[config.mk]
export PLATFORM = sky130hd
export DESIGN_NAME = multicycle_ctrl
export DESIGN_NICKNAME = d
export VERILOG_FILES = /design/src/rtl/multicycle_ctrl_pkg.sv /design/src/rtl/mc_next_state.sv /design/src/rtl/multicycle_ctrl.sv
export SDC_FILE = /design/constraint.sdc
export NUM_CORES = 1
export LEC_CHECK = 0
export BUFFER_PORTS_ARGS = -buffer_cell sky130_fd_sc_hd__buf_2
export CAP_MARGIN = 25
export CELL_PAD_IN_SITES_DETAIL_PLACEMENT = 0
export CELL_PAD_IN_SITES_GLOBAL_PLACEMENT = 2
export CORE_ASPECT_RATIO = 1.4
export CORE_MARGIN = 4
export CORE_UTILIZATION = 24
export DETAILED_ROUTE_END_ITERATION = 7
export GPL_TIMING_DRIVEN = 0
export HOLD_SLACK_MARGIN = 0.15
export PLACE_DENSITY = 0.82
export SLEW_MARGIN = 20
export SYNTH_ARGS = -nofsm -noshare
export SYNTH_HDL_FRONTEND = slang
export SYNTH_SLANG_ARGS = --single-unit
[constraint.sdc]
create_clock -name clk -period 2.99 [get_ports clk]
set_input_delay 0.4485 -clock clk [delete_from_list [all_inputs] [get_ports clk]]
set_output_delay 0.4485 -clock clk [all_outputs]
set_load 0.05 [all_outputs]
[src/rtl/multicycle_ctrl_pkg.sv]
// Shared definitions for the multicycle controller: instruction fields, state
// encodings and datapath select encodings.
package multicycle_ctrl_pkg;

   localparam logic [5:0] OpRtype   = 6'h00;
   localparam logic [5:0] OpOri     = 6'h0D;
   localparam logic [5:0] OpLw      = 6'h23;
   localparam logic [5:0] OpSw      = 6'h2B;
   localparam logic [5:0] OpBeq     = 6'h04;
   localparam logic [5:0] OpJ       = 6'h02;

   localparam logic [5:0] FunctAddu = 6'h21;
   localparam logic [5:0] FunctSubu = 6'h23;

   typedef enum logic [3:0] {
      StFetch   = 4'd0,
      StDecode  = 4'd1,
      StExecR   = 4'd2,
      StExecOri = 4'd3,
      StMemAddr = 4'd4,
      StMemRd   = 4'd5,
      StMemWr   = 4'd6,
      StWbR     = 4'd7,
      StWbMem   = 4'd8,
      StBranch  = 4'd9,
      StJump    = 4'd10
   } state_e;

   typedef enum logic [1:0] {
      AluAdd = 2'b00,
      AluSub = 2'b01,
      AluOr  = 2'b10
   } alu_op_e;

   typedef enum logic [1:0] {
      SrcBRegB   = 2'b00,
      SrcBConst4 = 2'b01,
      SrcBImm    = 2'b10,
      SrcBImmSh2 = 2'b11
   } alu_src_b_e;

   typedef enum logic [1:0] {
      PcAluResult = 2'b00,
      PcAluOut    = 2'b01,
      PcJump      = 2'b10
   } pc_source_e;

   typedef struct packed {
      logic       pc_write;
      logic       pc_write_cond;
      logic       i_or_d;
      logic       ir_write;
      logic       mem_read;
      logic       mem_write;
      logic       mem2reg;
      logic       reg_dst;
      logic       reg_write;
      logic       ext_op;
      logic       alu_src_a;
      alu_src_b_e alu_src_b;
      alu_op_e    alu_op;
      pc_source_e pc_source;
      logic       illegal;
   } ctrl_t;

endpackage

[src/rtl/mc_next_state.sv]
// Instruction dispatch: maps OpCode/Funct to the first execution state and
// flags encodings the controller does not implement.
module mc_next_state
   import multicycle_ctrl_pkg::*;
(
   input  logic [5:0] opcode_i,
   input  logic [5:0] funct_i,
   output state_e     next_state_o,
   output logic       illegal_o
);

   always_comb begin
      next_state_o = StFetch;
      illegal_o    = 1'b0;
      case (opcode_i)
         OpRtype: begin
            if ((funct_i == FunctAddu) || (funct_i == FunctSubu)) begin
               next_state_o = StExecR;
            end else begin
               illegal_o = 1'b1;
            end
         end
         OpOri:       next_state_o = StExecOri;
         OpLw, OpSw:  next_state_o = StMemAddr;
         OpBeq:       next_state_o = StBranch;
         OpJ:         next_state_o = StJump;
         default:     illegal_o    = 1'b1;
      endcase
   end

endmodule

[src/rtl/multicycle_ctrl.sv]
// Multicycle MIPS-subset control unit: state sequencing with memory wait
// handling, and state-decoded datapath strobes.
module multicycle_ctrl
   import multicycle_ctrl_pkg::*;
#(
   parameter bit          MEM_WAIT_EN = 1'b1,
   parameter int unsigned STATE_W     = 4
) (
   input  logic               clk,
   input  logic               rst_n,
   input  logic [5:0]         OpCode,
   input  logic [5:0]         Funct,
   input  logic               mem_ready,
   input  logic               Zero,
   output logic               PCWrite,
   output logic               PCWriteCond,
   output logic               IorD,
   output logic               IRWrite,
   output logic               MemRead,
   output logic               MemWrite,
   output logic               Mem2Reg,
   output logic               RegDst,
   output logic               RegWrite,
   output logic               ExtOp,
   output logic               ALUSrcA,
   output logic [1:0]         ALUSrcB,
   output logic [1:0]         ALUOp,
   output logic [1:0]         PCSource,
   output logic               illegal_instr,
   output logic [STATE_W-1:0] state_o
);

   state_e state_q;
   state_e dispatch_state;
   logic   dispatch_illegal;
   logic   ready;
   logic   is_sub_q;
   logic   is_rtype_q;
   logic   is_load_q;
   ctrl_t  ctrl;

   // Zero is consumed by the datapath together with PCWriteCond.
   logic   unused_inputs;
   assign unused_inputs = ^{Zero, mem_ready};

   assign ready = MEM_WAIT_EN ? mem_ready : 1'b1;

   mc_next_state u_next_state (
      .opcode_i     (OpCode),
      .funct_i      (Funct),
      .next_state_o (dispatch_state),
      .illegal_o    (dispatch_illegal)
   );

   // Instruction class is captured in DECODE so later states ignore OpCode/Funct.
   always_ff @(posedge clk) begin
      if (!rst_n) begin
         state_q    <= StFetch;
         is_sub_q   <= 1'b0;
         is_rtype_q <= 1'b0;
         is_load_q  <= 1'b0;
      end else begin
         case (state_q)
            StFetch: begin
               if (ready) state_q <= StDecode;
            end
            StDecode: begin
               state_q    <= dispatch_state;
               is_sub_q   <= (Funct == FunctSubu);
               is_rtype_q <= (OpCode == OpRtype);
               is_load_q  <= (OpCode == OpLw);
            end
            StExecR, StExecOri: begin
               state_q <= StWbR;
            end
            StMemAddr: begin
               state_q <= is_load_q ? StMemRd : StMemWr;
            end
            StMemRd: begin
               if (ready) state_q <= StWbMem;
            end
            StMemWr: begin
               if (ready) state_q <= StFetch;
            end
            StWbR, StWbMem, StBranch, StJump: begin
               state_q <= StFetch;
            end
            default: begin
               state_q <= StFetch;
            end
         endcase
      end
   end

   always_comb begin
      ctrl = '0;
      case (state_q)
         StFetch: begin
            ctrl.mem_read  = 1'b1;
            ctrl.alu_src_b = SrcBConst4;
            ctrl.ir_write  = ready;
            ctrl.pc_write  = ready;
         end
         StDecode: begin
            ctrl.alu_src_b = SrcBImmSh2;
            ctrl.ext_op    = 1'b1;
            ctrl.illegal   = dispatch_illegal;
         end
         StExecR: begin
            ctrl.alu_src_a = 1'b1;
            ctrl.alu_src_b = SrcBRegB;
            ctrl.alu_op    = is_sub_q ? AluSub : AluAdd;
         end
         StExecOri: begin
            ctrl.alu_src_a = 1'b1;
            ctrl.alu_src_b = SrcBImm;
            ctrl.alu_op    = AluOr;
         end
         StMemAddr: begin
            ctrl.alu_src_a = 1'b1;
            ctrl.alu_src_b = SrcBImm;
            ctrl.ext_op    = 1'b1;
         end
         StMemRd: begin
            ctrl.mem_read = 1'b1;
            ctrl.i_or_d   = 1'b1;
         end
         StMemWr: begin
            ctrl.mem_write = 1'b1;
            ctrl.i_or_d    = 1'b1;
         end
         StWbR: begin
            ctrl.reg_write = 1'b1;
            ctrl.reg_dst   = is_rtype_q;
         end
         StWbMem: begin
            ctrl.reg_write = 1'b1;
            ctrl.mem2reg   = 1'b1;
         end
         StBranch: begin
            ctrl.alu_src_a     = 1'b1;
            ctrl.alu_src_b     = SrcBRegB;
            ctrl.alu_op        = AluSub;
            ctrl.pc_write_cond = 1'b1;
            ctrl.pc_source     = PcAluOut;
         end
         StJump: begin
            ctrl.pc_write  = 1'b1;
            ctrl.pc_source = PcJump;
         end
         default: begin
            ctrl = '0;
         end
      endcase
      // Reset silences every strobe immediately, not just from the next edge.
      if (!rst_n) ctrl = '0;
   end

   assign PCWrite       = ctrl.pc_write;
   assign PCWriteCond   = ctrl.pc_write_cond;
   assign IorD          = ctrl.i_or_d;
   assign IRWrite       = ctrl.ir_write;
   assign MemRead       = ctrl.mem_read;
   assign MemWrite      = ctrl.mem_write;
   assign Mem2Reg       = ctrl.mem2reg;
   assign RegDst        = ctrl.reg_dst;
   assign RegWrite      = ctrl.reg_write;
   assign ExtOp         = ctrl.ext_op;
   assign ALUSrcA       = ctrl.alu_src_a;
   assign ALUSrcB       = ctrl.alu_src_b;
   assign ALUOp         = ctrl.alu_op;
   assign PCSource      = ctrl.pc_source;
   assign illegal_instr = ctrl.illegal;
   assign state_o       = rst_n ? STATE_W'(state_q) : STATE_W'(StFetch);

endmodule

# Yosys cells after proc, flatten, opt, wreduce, memory -nomap -nowiden
# Cells that the tools add are included.
[op_classes]
n_eq_ne = 20
n_mux = 27
reduce_logical = 13
[op_table]
columns = ["operator", "count"]
rows = [
  ["6-bit == test, second input constant", 4],
  ["4-bit one-hot mux with 6 select lines", 1],
  ["4-bit one-hot mux with 5 select lines", 1],
  ["18-bit two-way mux", 1],
  ["4-bit by 3-bit == test with 1-bit output, second input constant", 4],
  ["4-bit two-way mux", 4],
  ["2-bit OR reduction", 7],
  ["1-bit two-way mux", 13],
  ["4-bit == test, second input constant", 3],
  ["2-bit one-hot mux with 3 select lines", 2],
  ["4-bit by 2-bit == test with 1-bit output, second input constant", 2],
  ["6-bit by 2-bit == test with 1-bit output, second input constant", 1],
  ["6-bit by 3-bit == test with 1-bit output, second input constant", 1],
  ["6-bit by 4-bit == test with 1-bit output, second input constant", 1],
  ["6-bit logical NOT", 1],
  ["2-bit inequality test, second input constant", 3],
  ["5-bit OR reduction", 1],
  ["4-bit by 1-bit == test with 1-bit output, second input constant", 1],
  ["4-bit logical NOT", 1],
  ["2-bit two-way mux", 2],
  ["1-bit one-hot mux with 2 select lines", 2],
  ["2-bit one-hot mux with 2 select lines", 1],
  ["4-bit OR reduction", 1],
  ["3-bit AND reduction", 1],
  ["1-bit logical OR", 1],
]
[word_totals]
register_bits = 7
in_bits = 16
word_cells = 64

# Depth between registers and ports, before layout
[depth]
word_depth = 6
mapped_depth = 6
ltp_nobuf = 4

# Cells and area by module
# Synthesis repeated with hierarchy kept, for this count alone.
[hier_totals]
cells_unflattened = 126
area_unflattened_um2 = 869.6
[modules_own_cells]
columns = ["mod", "n_inst", "cells_per_inst", "area_each_um2", "seq_area_each_um2"]
rows = [
  ["multicycle_ctrl", 1, 101, 708.2, 140.1],
  ["mc_next_state", 1, 25, 161.4, 0.0],
]

# Worst setup path after synthesis
# OpenSTA, ideal clock, no wires.
[synth_timing]
path_kind = "flip-flop to output port"
start = "register state_q[0]"
end = "output illegal_instr"
arrival_time_ns = 2.443
t_required_ns = 2.542
path_slack_ns = 0.099
path_stages_with_launch = 6
cell_sequence = "dfxtp_1 > clkbuf_1 > nand2b_1 > nor3_1 > nand2_1 > nor4_1"
[synth_via]
elab_chain_cells = 3
[synth_lines]
columns = ["item", "line_no", "source"]
rows = [
  ["from (decl)", "multicycle_ctrl.sv:33", "state_e state_q;"],
  ["from (signal assigned)", "multicycle_ctrl.sv:58", "state_q <= StFetch;"],
  ["from (signal assigned)", "multicycle_ctrl.sv:65", "if (ready) state_q <= StDecode;"],
  ["from (signal assigned)", "multicycle_ctrl.sv:68", "state_q <= dispatch_state;"],
  ["4-bit by 1-bit == test with 1-bit output", "multicycle_ctrl.sv:97", "case (state_q)"],
  ["1-bit two-way mux", "multicycle_ctrl.sv:97", ""],
  ["18-bit two-way mux", "multicycle_ctrl.sv:156", "if (!rst_n) ctrl = '0;"],
  ["to (decl)", "multicycle_ctrl.sv:29", "output logic illegal_instr,"],
]
# Every way passes these cells.

# Final worst setup path
[layout_timing]
start = "register state_q[0]"
end = "output ALUOp[0]"
[layout_via]
elab_chain_cells = 3
[layout_lines]
columns = ["item", "line_no", "source"]
rows = [
  ["4-bit == test or 4-bit by 2-bit == test with 1-bit output (tied branches)", "multicycle_ctrl.sv:97", ""],
  ["2-bit one-hot mux with 3 select lines (*)", "multicycle_ctrl.sv:97", ""],
  ["18-bit two-way mux (*)", "multicycle_ctrl.sv:156", ""],
  ["to (decl)", "multicycle_ctrl.sv:27", "output logic [1:0] ALUOp,"],
]
# Mark *: on every way between the ends. The rest lies on a longest branch, timed or not.

==> flow_metrics.py <==
metrics = {
    "run_status": {
        "status": "finished, final reports clean",
    },
    "cts": {
        "hold_buffers": 0,
        "cts_max_level": 1,
        "cts_resized": 0,
        "numCtsBuffers": 3,
        "root_buffer": "clkbuf_8",
        "cts.clk_slew.worst_paths_ns": 0.04,
        "cts_buffer_depth": 2,
        "clk_latency_ns": 0.23,
        "cts.sinks": 7,
        "cts_tree": "done",
        "post_cts_buffers": 0,
    },
    "placement": {
        "dp_slack_ns": 0.8728,
        "place_hpwl_um": 2002,
        "place.gp.congestion": 0.7677,
        "dp.cells": 188,
        "numPortBuffers": 36,
    },
    "finish": {
        "area_growth_pct": 35.87,
        "mostFrequentLayoutCells": "buf_2 (40), nand2_1 (13), nor2_1 (10), nor3_1 (9)",
        "final_nets": 172,
        "stdcell_count": 192,
        "multi_input_area_um2": 563.0,
        "seqCellArea_um2": 140.1,
        "layout_commonest_cell": "buf_2",
        "insertedDiodeCount": 0,
        "drive_gt1_share_pct": 28.39,
        "nFillCells": 342,
    },
    "die": {
        "std_cell_rows": 23,
        "initial_core_util_pct": 25.79,
        "dieHeight_um": 74.45,
        "core_area_mm2": 0.002935,
        "ios": 38,
        "fp.dieW_um": 55.47,
        "die_area_mm2": 0.004129,
    },
    "hold_path": {
        "hp-class": "reg2reg",
        "whs_path_depth": 2,
        "hold_end": "is_rtype_q$_SDFFE_PN0P_",
        "min_from": "is_rtype_q$_SDFFE_PN0P_",
    },
    "critical_path": {
        "r2r_slack_ns": 1.42,
        "path_class": "reg2out",
        "r2r-start": "state_q[2]$_SDFFE_PN0P_",
        "cp_max_fo": 10,
        "cpPeakStageDelay_ns": 0.35,
        "end_kind": "output pin",
        "arrival_ns": 1.92,
        "timing.rr.end": "state_q[1]$_SDFFE_PN0P_",
        "crit_path_start_kind": "register",
        "critPathMostFrequentCell": "buf_2",
        "slowest_stage": "clkbuf_1",
        "cp_cell_sequence": "clkbuf_1, buf_2, nand2_1, nor2_1, a31oi_1, nor3b_1, buf_2",
        "crit_required_ns": 2.54,
        "r2r_cells": 5,
    },
    "sta": {
        "slew_violations": 0,
        "tightest_slew_ns": 0.4606,
        "slew_headroom_pct": 69.06,
        "fin_tns_setup_ns": 0,
        "finClkSkew_ns": 0.002857,
        "fin_crit_ns": 2.370,
        "post-route-period-util_pct": 79.25,
        "fmax_mhz": 422.0,
        "grt_setup_unrepaired": "no",
        "final.setup.worst_slack_ns": 0.6205,
        "setup_viol": 0,
        "hold_violations": 0,
    },
    "synthesis": {
        "synthesis.nets": 131,
        "ys_warn_count": 0,
        "yosysSeqAreaShare_pct": 18.51,
        "syn_inst": 115,
        "ys_seq_elements": 7,
        "synth-edff-count": 0,
        "syn-cell-area_um2": 757.0,
        "ys.flop_type": "dfxtp_1",
        "synthArstFlopShare_pct": 0,
        "ys_types": 36,
        "postSynthAreaPerCell_um2": 6.582,
    },
    "detailed_routing": {
        "wl_met2_um": 1227,
        "highest_layer": "met4",
        "wl_per_cell_um": 12.88,
        "vias": 947,
        "wl_um": 2473,
        "drc_errors": 0,
        "wl_met3_um": 181,
        "drtAntennaViolNets": 0,
        "drt_first_pass_iters": 4,
        "drt-vias-per-instance": 4.932,
        "drt-met1-wl_um": 1019,
        "drt_iter0_drc": 31,
    },
    "grt": {
        "antenna_found_initial": 0,
        "grt_pass1_vias": 939,
        "grt.total_usage_pct": 12.38,
        "overflow": 0,
        "grt_pass1_wl_um": 4160,
        "grt_max_degree": 11,
    },
    "power": {
        "p_leak_nw": 0.4449,
        "power.density_mw_per_mm2": 347.9,
        "p_total_mw": 0.3578,
        "ir_drop_uv": 156.7,
    },
    "run": {
        "drv_cap": 0,
    },
}
## worst max-delay path by stage
stage / start / cells past startpoint / slack (ns) / end
finish: state_q[0]$_SDFFE_PN0P_ / 7 / 0.62 / ALUOp[0]
detailed placement: state_q[0]$_SDFFE_PN0P_ / 6 / 0.87 / illegal_instr
floorplan: state_q[0]$_SDFFE_PN0P_ / 5 / 0.1 / illegal_instr
global route: state_q[0]$_SDFFE_PN0P_ / 7 / 0.42 / ALUOp[0]
CTS: state_q[0]$_SDFFE_PN0P_ / 6 / 0.62 / illegal_instr
global placement: state_q[0]$_SDFFE_PN0P_ / 7 / 0.85 / ALUOp[0]
## cells by family (layout without fill, tap and decap cells)
kind of cell	after synthesis	after routing	synth area share [%]
AO/OA/AOI/OAI	23	23	19.51
flip-flops	7	7	18.51
XOR/XNOR	3	3	3.472
buffers and inverters	12	52	7.107
AND/OR/NAND/NOR	70	70	51.41
## through the flow
stage                     util [%]  instance area (µm²)  hold slack, ns
after floorplan                  -                757.0          0.4308
after global placement       33.50                983.4          0.4405
after detailed placement     33.50                983.4          0.4445
after CTS                    35.04                 1028          0.4499
after global routing         35.04                 1028          0.4698
final                        35.04                 1028          0.4479
## worst max-delay path: cells and delay by family, from the launching register on
kind / cells / cell delay, ns
simple gates: 3 / 0.37
flops: 1 / 0.32
compound gates: 1 / 0.05
buf+inv: 3 / 0.95
## layout make-up
class | count | area share [%]
timing repair buffer | 36 | 17.52
sequential | 7 | 13.63
tap | 37 | 4.501
buffer | 10 | 4.501
multi-input combinational | 96 | 54.74
clock buffer | 4 | 4.380
inverter | 2 | 0.7299
## synthesized netlist by cell type (3+ instances only)
master / number / area share (%)
and2_1: 7 / 5.8
xnor2_1: 3 / 3.5
nor3_1: 9 / 5.9
o21ai_0: 3 / 2.0
nand2_1: 13 / 6.4
a21oi_1: 7 / 4.6
nor2b_1: 5 / 4.1
nor2_1: 10 / 5.0
buf_2: 4 / 2.6
nand2b_1: 6 / 5.0
clkbuf_1: 4 / 2.0
dfxtp_1: 7 / 19
nor3b_1: 4 / 4.0
## routing by layer
metal	up-vias	GRT usage [%]
li1	489	-
met1	419	13.58
met2	34	22.76
met3	5	2.951
met4	0	5.405
met5	-	0
## where the power goes
group          total (mW)  internal (mW)  switching, mW
clock network       0.132         0.0922         0.0403
registers          0.0978         0.0964        0.00139
logic               0.128         0.0392         0.0884
## registers in the layout (all words and copies together) (netlist names)
register and flops:
is_rtype_q 1, is_load_q 1, state_q 4, is_sub_q 1
Note: power is estimated with default switching activity, not from simulation.
